<file path="config.mk">
export PLATFORM = sky130hd
export DESIGN_NAME = systolic_seq_ctrl
export DESIGN_NICKNAME = d
export VERILOG_FILES = /design/src/rtl/systolic_seq_ctrl.sv
export SDC_FILE = /design/constraint.sdc
export NUM_CORES = 1
export LEC_CHECK = 0
export ABC_AREA = 1
export ABC_CLOCK_PERIOD_IN_PS = 2100
export BUFFER_PORTS_ARGS = -buffer_cell sky130_fd_sc_hd__buf_2
export CORE_ASPECT_RATIO = 0.7
export CORE_MARGIN = 3
export CORE_UTILIZATION = 30
export CTS_BUF_LIST = sky130_fd_sc_hd__clkbuf_4
export CTS_CLUSTER_DIAMETER = 50
export DETAILED_ROUTE_END_ITERATION = 10
export GPL_ROUTABILITY_DRIVEN = 1
export PLACE_DENSITY = 0.51
export SLEW_MARGIN = 20
export SYNTH_ARGS = -nofsm -noshare
export SYNTH_HDL_FRONTEND = slang
export SYNTH_SLANG_ARGS = --single-unit
export TNS_END_PERCENT = 20
</file>
<file path="constraint.sdc">
create_clock -name clk -period 2.1 [get_ports clk]
set_input_delay 0 -clock clk [delete_from_list [all_inputs] [get_ports clk]]
set_output_delay 0 -clock clk [all_outputs]
set_load 0.005 [all_outputs]
</file>
<file path="src/rtl/systolic_seq_ctrl.sv">
// Purpose: sequences one output-stationary NxN systolic pass (clear, skewed feed, flush, drain, done).
// Latency: done_o at cycle K+3N after start when the source is always valid and the sink always ready.
// Backpressure: src_valid_i low stalls the feed without advancing the array; out_ready_i low holds the presented row.
module systolic_seq_ctrl #(
    parameter int N  = 8,
    parameter int KW = 4
) (
    input  logic                   clk,
    input  logic                   rst_n,
    input  logic                   start_i,
    input  logic [KW-1:0]          k_len_i,
    input  logic                   abort_i,
    input  logic                   src_valid_i,
    output logic                   src_req_o,
    output logic                   acc_clr_o,
    output logic                   shift_en_o,
    output logic [N-1:0]           feed_en_o,
    output logic                   out_valid_o,
    output logic [$clog2(N)-1:0]   out_row_o,
    input  logic                   out_ready_i,
    output logic                   drain_en_o,
    output logic                   busy_o,
    output logic                   done_o
);

    localparam int RW = $clog2(N);
    localparam int FW = $clog2(2 * N - 1);

    localparam logic [2:0] S_IDLE  = 3'd0;
    localparam logic [2:0] S_CLEAR = 3'd1;
    localparam logic [2:0] S_FEED  = 3'd2;
    localparam logic [2:0] S_FLUSH = 3'd3;
    localparam logic [2:0] S_DRAIN = 3'd4;
    localparam logic [2:0] S_DONE  = 3'd5;

    // The flush must push the last injected beat through the full diagonal, 2N-2 steps.
    localparam logic [FW-1:0] FLUSH_LAST = FW'(2 * N - 3);
    localparam logic [RW-1:0] ROW_LAST   = RW'(N - 1);

    logic [2:0]    r_state;
    logic [2:0]    w_next;
    logic [KW-1:0] r_k;
    logic [KW-1:0] r_beat;
    logic [FW-1:0] r_flush;
    logic [RW-1:0] r_row;
    logic [N-1:1]  r_skew;

    logic w_abort;
    logic w_start_ok;
    logic w_feed0;
    logic w_beat_last;
    logic w_flush_last;
    logic w_row_last;

    // Abort only matters once a pass is running; a start in IDLE always wins.
    assign w_abort      = abort_i && (r_state != S_IDLE);
    assign w_start_ok   = (r_state == S_IDLE) && start_i && (k_len_i != '0);
    assign w_feed0      = (r_state == S_FEED) && src_valid_i;
    assign w_beat_last  = (r_beat == (r_k - KW'(1)));
    assign w_flush_last = (r_flush == FLUSH_LAST);
    assign w_row_last   = (r_row == ROW_LAST);

    // All array controls decode straight from state so an async reset drops them at once.
    assign src_req_o            = (r_state == S_FEED);
    assign acc_clr_o            = (r_state == S_CLEAR);
    assign shift_en_o           = w_feed0 || (r_state == S_FLUSH);
    assign feed_en_o[0]         = w_feed0;
    assign feed_en_o[N-1:1]     = r_skew & {(N-1){shift_en_o}};
    assign out_valid_o          = (r_state == S_DRAIN);
    assign out_row_o            = r_row;
    assign drain_en_o           = out_valid_o && out_ready_i;
    assign busy_o               = (r_state != S_IDLE);
    assign done_o               = (r_state == S_DONE);

    // Next-state selection; abort overrides every other transition.
    always_comb begin
        w_next = r_state;
        case (r_state)
            S_IDLE:  if (w_start_ok) w_next = S_CLEAR;
            S_CLEAR: w_next = S_FEED;
            S_FEED:  if (src_valid_i && w_beat_last) w_next = S_FLUSH;
            S_FLUSH: if (w_flush_last) w_next = S_DRAIN;
            S_DRAIN: if (out_ready_i && w_row_last) w_next = S_DONE;
            S_DONE:  w_next = S_IDLE;
            default: w_next = S_IDLE;
        endcase
        if (w_abort) begin
            w_next = S_IDLE;
        end
    end

    // State register.
    always_ff @(posedge clk or negedge rst_n) begin
        if (!rst_n) begin
            r_state <= S_IDLE;
        end else begin
            r_state <= w_next;
        end
    end

    // Pass length latch plus beat, flush and row counters; each wraps to 0 on its final count.
    always_ff @(posedge clk or negedge rst_n) begin
        if (!rst_n) begin
            r_k     <= '0;
            r_beat  <= '0;
            r_flush <= '0;
            r_row   <= '0;
        end else if (w_abort) begin
            r_beat  <= '0;
            r_flush <= '0;
            r_row   <= '0;
        end else begin
            if (w_start_ok) begin
                r_k <= k_len_i;
            end
            if (w_feed0) begin
                r_beat <= w_beat_last ? '0 : r_beat + KW'(1);
            end
            if (r_state == S_FLUSH) begin
                r_flush <= w_flush_last ? '0 : r_flush + FW'(1);
            end
            if (drain_en_o) begin
                r_row <= w_row_last ? '0 : r_row + RW'(1);
            end
        end
    end

    // Diagonal skew chain: row r sees row 0's inject pattern delayed by r shift steps.
    always_ff @(posedge clk or negedge rst_n) begin
        if (!rst_n) begin
            r_skew <= '0;
        end else if (w_abort) begin
            r_skew <= '0;
        end else if (shift_en_o) begin
            r_skew[1] <= w_feed0;
            for (int r = 2; r < N; r++) begin
                r_skew[r] <= r_skew[r-1];
            end
        end
    end

endmodule

</file>
==> run metrics, run 1 <==
status=finished clean; Pins Over Slew Limit=0; worst relative slew slack=62.69%; cell mode on critical path=inv_2; Yosys reg bits=25; first-pass GRT wire length=5.388 mm; Filler Cells Inserted=487; DR iter-0 viols=55; area leader, netlist=dfrtp_1; drt wl/cell=between 10 and 15 um; Crit path required time=around 2.1 ns; share of cells above drive strength 1=roughly a fifth; Layout Utilization=38.09%; Arr. time, crit path=1.60 ns; iteration count of the initial detailed-routing pass=4; Clock Pin Slew Worst Setup and Hold Paths=0.14 ns; critical path type=flip-flop to output pin; sequential area share after synthesis=43.94%; fraction of registers with async set/reset=100.0%; Total Wirelength=3.015 mm; Switching Fraction=42.54%; Clock power frac=14.4%; Synthesized Nets=201; Worst Skew=0.005174 ns; library cells used by synthesis=22; Ys Warns=0; Worst Setup Start Kind=flip-flop; gr busiest metal=met1; floorplan core area=4454 um2; register area=625.6 um2; leakage power=0.0009622 uW; worst slew pin tran=0.5597 ns; Synth top area share=43.94%; RSZ-0062 raised after global routing=no; Syn Inst Count=roughly 190; Vias/cell=roughly 4.3; gr ovfl total=0; Peak VDD IR=0.0003733 V; Multi-input gate area=651.9 um2; fmax=626.3 MHz; die area=5622 um2; Final Hold Vio Count=0; Critical Path Max Stage Delay=about 0.46 ns; Sum Neg Setup Slack=0 ns; initial core utilization=31.97%; syn_area_per_cell=between 7 and 8 um2; Post-DRT Antenna Nets=0; antenna cells=0; P_int=around 900 uW; count leader, synth=nand2_1; H-tree levels=1; initial antenna violation count=0; pin count of the biggest net entering global routing=26; synth top area cells=dfrtp_1, nand2_1, inv_1; Crit path max-delay family=flip-flops; clock sinks=25; global-route total usage across every layer=12.15%; Synth top cells by count=nand2_1, inv_1, dfrtp_1, nand3_1, o21ai_0; Max Cap Violations=0; sw power=666.3 uW; min-delay worst type=input pin to flip-flop; fin nets=roughly 240; total CTS buffers=3; critical-path cell list=inv_2 -> nand3_1 -> inv_2 -> nand2_2 -> nand2_4 -> inv_2 -> nor2_1 -> buf_2; Clock Latency Late Sink=0.32 ns; predominant post-synthesis flop cell=dfrtp_1; met3 Usage GRT=3.137%; Crit-path slowest cell=dfrtp_1; Tmin final=around 1.6 ns; crit path max fanout=8; TritonCTS clock tree=built; met1 Resource Use GR=19.18%; Mapped Area=1424 um2; PwrDens=923.2 nW/um2; # DRC=0; Post-DP HPWL=2.349 mm; gpl congestion=0.7975; via count=1190; # port buffers=27; Die Ht=63.64 um; Final Cycle Share=76.04%; number of synthesized flops with an enable pin=0; Buf+Inv Stages, Crit Path=4; Post-CTS Setup Repair Bufs=0; # IOs=28; Die Width=88.34 um; # setup viols final=0; Rows=20; Clock Tree Buf Depth=2; CP Capture Type=output pin; synthesis-to-finish area growth=19.16%; met2 usage=between 15 and 20%; combinational share of power=43.0%; sequential power share=between 40% and 50%; root buffer cell=clkbuf_4; vias in the first global route=~1200
[layer usage]
metal	up-vias	wire, um
met1	520	1685
met4	0	25
met2	26	1161
li1	642	-
met5	-	0
met3	2	143
[worst register-to-register path, delay by kind of cell (launching register included)]
kind / cells / cell delay, ns
xor gates and xnor gates: 1 / 0.15
adders and majority gates: 1 / 0.30
DFF: 1 / 0.39
buffers and inverters: 1 / 0.08
and+or+nand+nor: 7 / 0.54
[sequential cells by signal (all words and copies together), names as in the netlist]
signal / flops
r_k: 4
out_row_o: 3
r_skew: 7
r_flush: 4
r_beat: 4
r_state: 3
[path summary, 6_finish.rpt]
check | cells after the start | from | slack (ns) | end
setup / recovery | 8 | r_state[2]$_DFFE_PN0P_ | 0.50 | feed_en_o[7]
hold / removal | 4 | out_ready_i | 0.02 | out_row_o[2]$_DFFE_PN0P_
setup reg to reg | 10 | r_k[0]$_DFFE_PN0P_ | 0.54 | r_state[1]$_DFFE_PN0P_
hold reg to reg | 2 | r_k[1]$_DFFE_PN0P_ | 0.52 | r_k[1]$_DFFE_PN0P_
max in group asynchronous | 2 | rst_n | 1.55 | r_flush[2]$_DFFE_PN0P_
min in group asynchronous | 2 | rst_n | 0.18 | r_k[0]$_DFFE_PN0P_
[kinds of logic after synthesis]
group,synth area share [%]
XOR/XNOR,4.306
adder cells (fa/ha/maj),5.272
AO/OA/AOI/OAI,9.490
AND/OR/NAND/NOR,26.71
buffers and inverters,10.28
flip-flops,43.94
[final cells by class]
cell class,count,area share [%]
Clock buffer,3,1.327
Clock inverter,1,0.4425
Inverter,34,7.522
Multi-Input combinational cell,124,38.42
Sequential cell,25,36.87
Tap cell,55,4.056
Timing Repair Buffer,33,11.36
[cells in the final DEF, fill, tap and decap left out]
cell type,count
xor2_1,4
nor2_2,5
o211a_1,1
nand2_2,2
nand2_1,52
o22ai_1,2
clkinvlp_4,1
o21ai_1,3
a211oi_1,1
nand3b_1,1
nand4_1,1
inv_2,4
dfrtp_1,25
xnor2_1,3
a21oi_1,8
nor2_1,8
buf_2,27
nand2_4,2
buf_4,1
o21ai_0,10
inv_1,30
dlygate4sd3_1,5
clkbuf_4,3
nand3_1,15
ha_1,6
[what timing repair did]
item	CTS	global route
gates resized for setup	0	0
endpoints found under the hold margin	29	0
hold buffers	5	0
[power by group through the flow]
stage / clock network, uW / logic (uW) / registers [uW]
3_5_place_dp: 0 / 673 / 676
3_3_place_gp: 0 / 680 / 674
2_1_floorplan: 0 / 507 / 653
5_1_grt: 254 / 810 / 683
4_1_cts: 238 / 683 / 667
6_report: 225 / 674 / 667
[through the flow]
step           hold slack (ns)  power (uW)  cells  instance area (um2)  worst slack (ns)
2_1_floorplan          -0.2956        1159    185                 1424            0.6830
3_3_place_gp           0.04108        1355    266                 1617            0.5844
3_5_place_dp           0.03708        1348    266                 1617            0.5535
4_1_cts               0.003605        1588    275                 1697            0.4891
5_1_grt                0.04476        1747    275                 1697            0.3102
6_report               0.01561        1566    275                 1697            0.5032
Note: power is estimated with default switching activity, not from simulation.
==> inputs of run 2 (changes only) <==
- ABC_AREA: 1 -> 0
- ABC_CLOCK_PERIOD_IN_PS: 2100 -> 1600
- clock period: 2.1 -> 1.6 ns (I/O delays scaled with it)
==> run 2 against run 1 <==
Effect of this change:
- via count is 2.9% higher
- highest routed layer unchanged
- clock skew is 0.0092 ns higher
- largest cell class unchanged
- critical endpoint is now r_k[2]$_DFFE_PN0P_
- the flow now finishes with violations (negative setup slack)
- global-route usage is 0.10 points lower
==> run metrics, run 2 <==
status=finished, violations left (was finished clean); failing checks=negative setup slack; gr ovfl total=0 (unchanged); Vias/cell=4.838 (was 4.327); Pins Over Slew Limit=0 (unchanged); Final Hold Vio Count=0 (unchanged); fmax=~610 MHz; Die Width=88.20 um (was 88.34 um); Filler Cells Inserted=454 (was 487); drt wl/cell=12.90 um (was 10.96 um); Final Instance Area=1937 um2 (was 1697 um2); Ys Warns=0 (unchanged); r2r endpoint=r_k[2]$_DFFE_PN0P_ (was r_state[1]$_DFFE_PN0P_); Die Ht=63.54 um (was 63.64 um); DR iter-0 viols=33 (was 55); # DRC=0 (unchanged); worst slew pin tran=0.5840 ns (was 0.5597 ns); final setup margin=-0.03382 ns (was 0.5032 ns); Area after DPL=1658 um2 (was 1617 um2); Mapped Area=1419 um2 (was 1424 um2); PwrDens=1375 nW/um2 (was 923.2 nW/um2); syn_area_per_cell=9.853 um2 (was 7.697 um2); library cells used by synthesis=45 (was 22); Tmin final=1.634 ns; Final Cycle Share=102.1%; Synth top cells by count=dfrtp_1, nand2_1, a21oi_1, inv_1, ha_1 (was nand2_1, inv_1, dfrtp_1, nand3_1, o21ai_0); pin count of the biggest net entering global routing=26 (unchanged); Total Wirelength=3.263 mm (was 3.015 mm); Post-DP HPWL=2.401 mm (was 2.349 mm); min-delay worst type=input pin to flip-flop (unchanged); CP Launch Point=r_state[1]$_DFFE_PN0P_ (was r_state[2]$_DFFE_PN0P_); fraction of registers with async set/reset=100.0% (unchanged); Clock Tree Buf Depth=2 (unchanged); initial antenna violation count=0 (unchanged); critical path type=flip-flop to flip-flop (was flip-flop to output pin); Largest register FFs=7 (unchanged); Place WS=-0.06527 ns (was 0.5535 ns); RR Startpoint=r_state[1]$_DFFE_PN0P_ (was r_k[0]$_DFFE_PN0P_); clock sinks=25 (unchanged); predominant post-synthesis flop cell=dfrtp_1 (unchanged); gpl congestion=0.8119 (was 0.7975); # setup viols final=3 (was 0); root buffer cell=clkbuf_4 (unchanged); Crit-path slowest cell=dfrtp_2 (was dfrtp_1); Crit path required time=1.82 ns (was 2.10 ns); initial core utilization=31.85% (was 31.97%); Worst Setup Start Kind=flip-flop (unchanged); critical-path cell list=buf_4 -> or3_4 -> nor2_2 -> mux2_2 (was inv_2 -> nand3_1 -> inv_2 -> nand2_2 -> nand2_4 -> inv_2 -> nor2_1 -> buf_2); sequential area share after synthesis=44.09% (was 43.94%); antenna cells=0 (unchanged); iteration count of the initial detailed-routing pass=4 (unchanged); Synth top area share=44.09% (was 43.94%); Clock Latency Late Sink=0.33 ns (was 0.32 ns); Critical Path Max Stage Delay=0.47 ns (was 0.46 ns); # IOs=28 (unchanged); Clock Pin Slew Worst Setup and Hold Paths=0.16 ns (was 0.14 ns); Layout Utilization=43.48% (was 38.09%); RSZ-0062 raised after global routing=yes (was no); # port buffers=27 (unchanged); fin cells=253 (was 275); crit path max fanout=5 (was 8); Multi-input gate area=782.0 um2 (was 651.9 um2); area leader, netlist=dfrtp_1 (unchanged); R2R setup slack=-0.03 ns (was 0.54 ns); Synthesized Nets=160 (was 201); synth top area cells=dfrtp_1, ha_1, nand2_1 (was dfrtp_1, nand2_1, inv_1); Syn Inst Count=144 (was 185); Post-DRT Antenna Nets=0 (unchanged); H-tree levels=1 (unchanged); commonest non-fill, non-tap cell in the layout=buf_2 (was nand2_1); Sum Neg Setup Slack=-0.07853 ns (was 0 ns); floorplan core area=4454 um2 (unchanged); Worst Setup EP=r_k[2]$_DFFE_PN0P_ (was feed_en_o[7]); worst relative slew slack=61.07% (was 62.69%); fin nets=215 (was 237); leakage power=0.0009727 uW (was 0.0009622 uW); CP Capture Type=flip-flop (was output pin); synthesis-to-finish area growth=36.51% (was 19.16%); TritonCTS clock tree=built (unchanged); Arr. time, crit path=1.86 ns (was 1.60 ns); register area=630.6 um2 (was 625.6 um2); Worst Skew=0.01433 ns (was 0.005174 ns); most frequent cells in the layout=buf_2, dfrtp_1, buf_4, nand2_1, a21oi_1 (was nand2_1, inv_1, buf_2, dfrtp_1, nand3_1); Peak VDD IR=0.0006730 V (was 0.0003733 V); vias in the first global route=1123 (was 1165); first-pass GRT wire length=5.368 mm (was 5.388 mm); Rows=20 (unchanged); Max Cap Violations=0 (unchanged); die area=5604 um2 (was 5622 um2); global-route total usage across every layer=12.05% (was 12.15%); Yosys reg bits=25 (unchanged); Reg with most FFs=r_skew (unchanged); share of cells above drive strength 1=42.42% (was 20.45%); via count=1224 (was 1190); Placed Cells=230 (was 266); number of synthesized flops with an enable pin=0 (unchanged); reg2reg path depth=4 (was 10); total CTS buffers=3 (unchanged); count leader, synth=dfrtp_1 (was nand2_1)
run 2: cell count changes after synthesis, moves of 3 or more:
cell     before  now
nor2_2        5    1
inv_1        30   11
and2_1        0    4
a21oi_1       8   11
mux2_2        0    3
xor2_1        4    1
mux2i_1       0    3
nand3_1      15    5
o21ai_0      10    5
nor2b_1       0    4
nor2_1        8    4
a22o_1        0    3
nand2_1      52   17
inv_2         4    1
run 2: cell type report:
class                      instances  share of cell area (%)
clock buffer                       3                   1.163
clock inverter                     1                  0.3876
multi-input combinational        101                   40.37
tap                               55                   3.553
timing repair buffer              56                   19.38
sequential                        25                   32.56
inverter                          12                   2.584
run 2: routing by layer:
metal	global-route usage, %	part of all wire [%]	vias up
met1	17.20	50	590
li1	-	-	610
met3	3.791	4.6	2
met2	18.75	46	22
met5	0	0	-
met4	0.5660	0.25	0
run 2: critical path, delay by kind of cell, from the launching register on:
kind | cells | cell delay, ns
and+or+nand+nor | 2 | 0.56
DFF | 1 | 0.47
muxes | 1 | 0.35
buffers and inverters | 1 | 0.15
run 2: cell families after synthesis:
kind of cell,share of synthesized area (%)
AO/OA/AOI/OAI,13.67
XOR/XNOR,4.762
adder cells (fa/ha/maj),5.996
buffers and inverters,5.995
flip-flops,44.09
multiplexers,4.497
AND/OR/NAND/NOR,20.99
run 2: worst min-delay path by stage:
stage                               end         from  cells past startpoint
2_1_floorplan  out_row_o[0]$_DFFE_PN0P_        rst_n                      0
3_3_place_gp         r_k[3]$_DFFE_PN0P_        rst_n                      1
3_5_place_dp         r_k[3]$_DFFE_PN0P_        rst_n                      1
4_1_cts          r_state[2]$_DFFE_PN0P_  out_ready_i                      4
5_1_grt          r_state[0]$_DFFE_PN0P_  src_valid_i                      3
6_report         r_state[2]$_DFFE_PN0P_  out_ready_i                      4
run 2: what timing repair did:
item	CTS	global route
hold buffers	6	0
buffers inserted	3	10
setup endpoints to repair	13	29
cloned	0	0
gates resized for setup	12	13
pin swaps	4	4
endpoints found under the hold margin	30	0
run 2: report_power, final:
| group | internal, uW | switching (uW) | leakage, uW |
|---|---|---|---|
| Sequential | 772 | 151 | 0.000332 |
| Combinational | 765 | 668 | 0.000627 |
| Clock | 95.6 | 211 | 0.0000139 |
run 2: stage by stage:
step                      total power [uW]  hold WS, ns
after global routing                  2882      0.07499
after detailed placement              1985      0.04584
after global placement                1955      0.03255
after floorplan                       1632      -0.2956
final                                 2663      0.07085
after CTS                             2447      0.06030
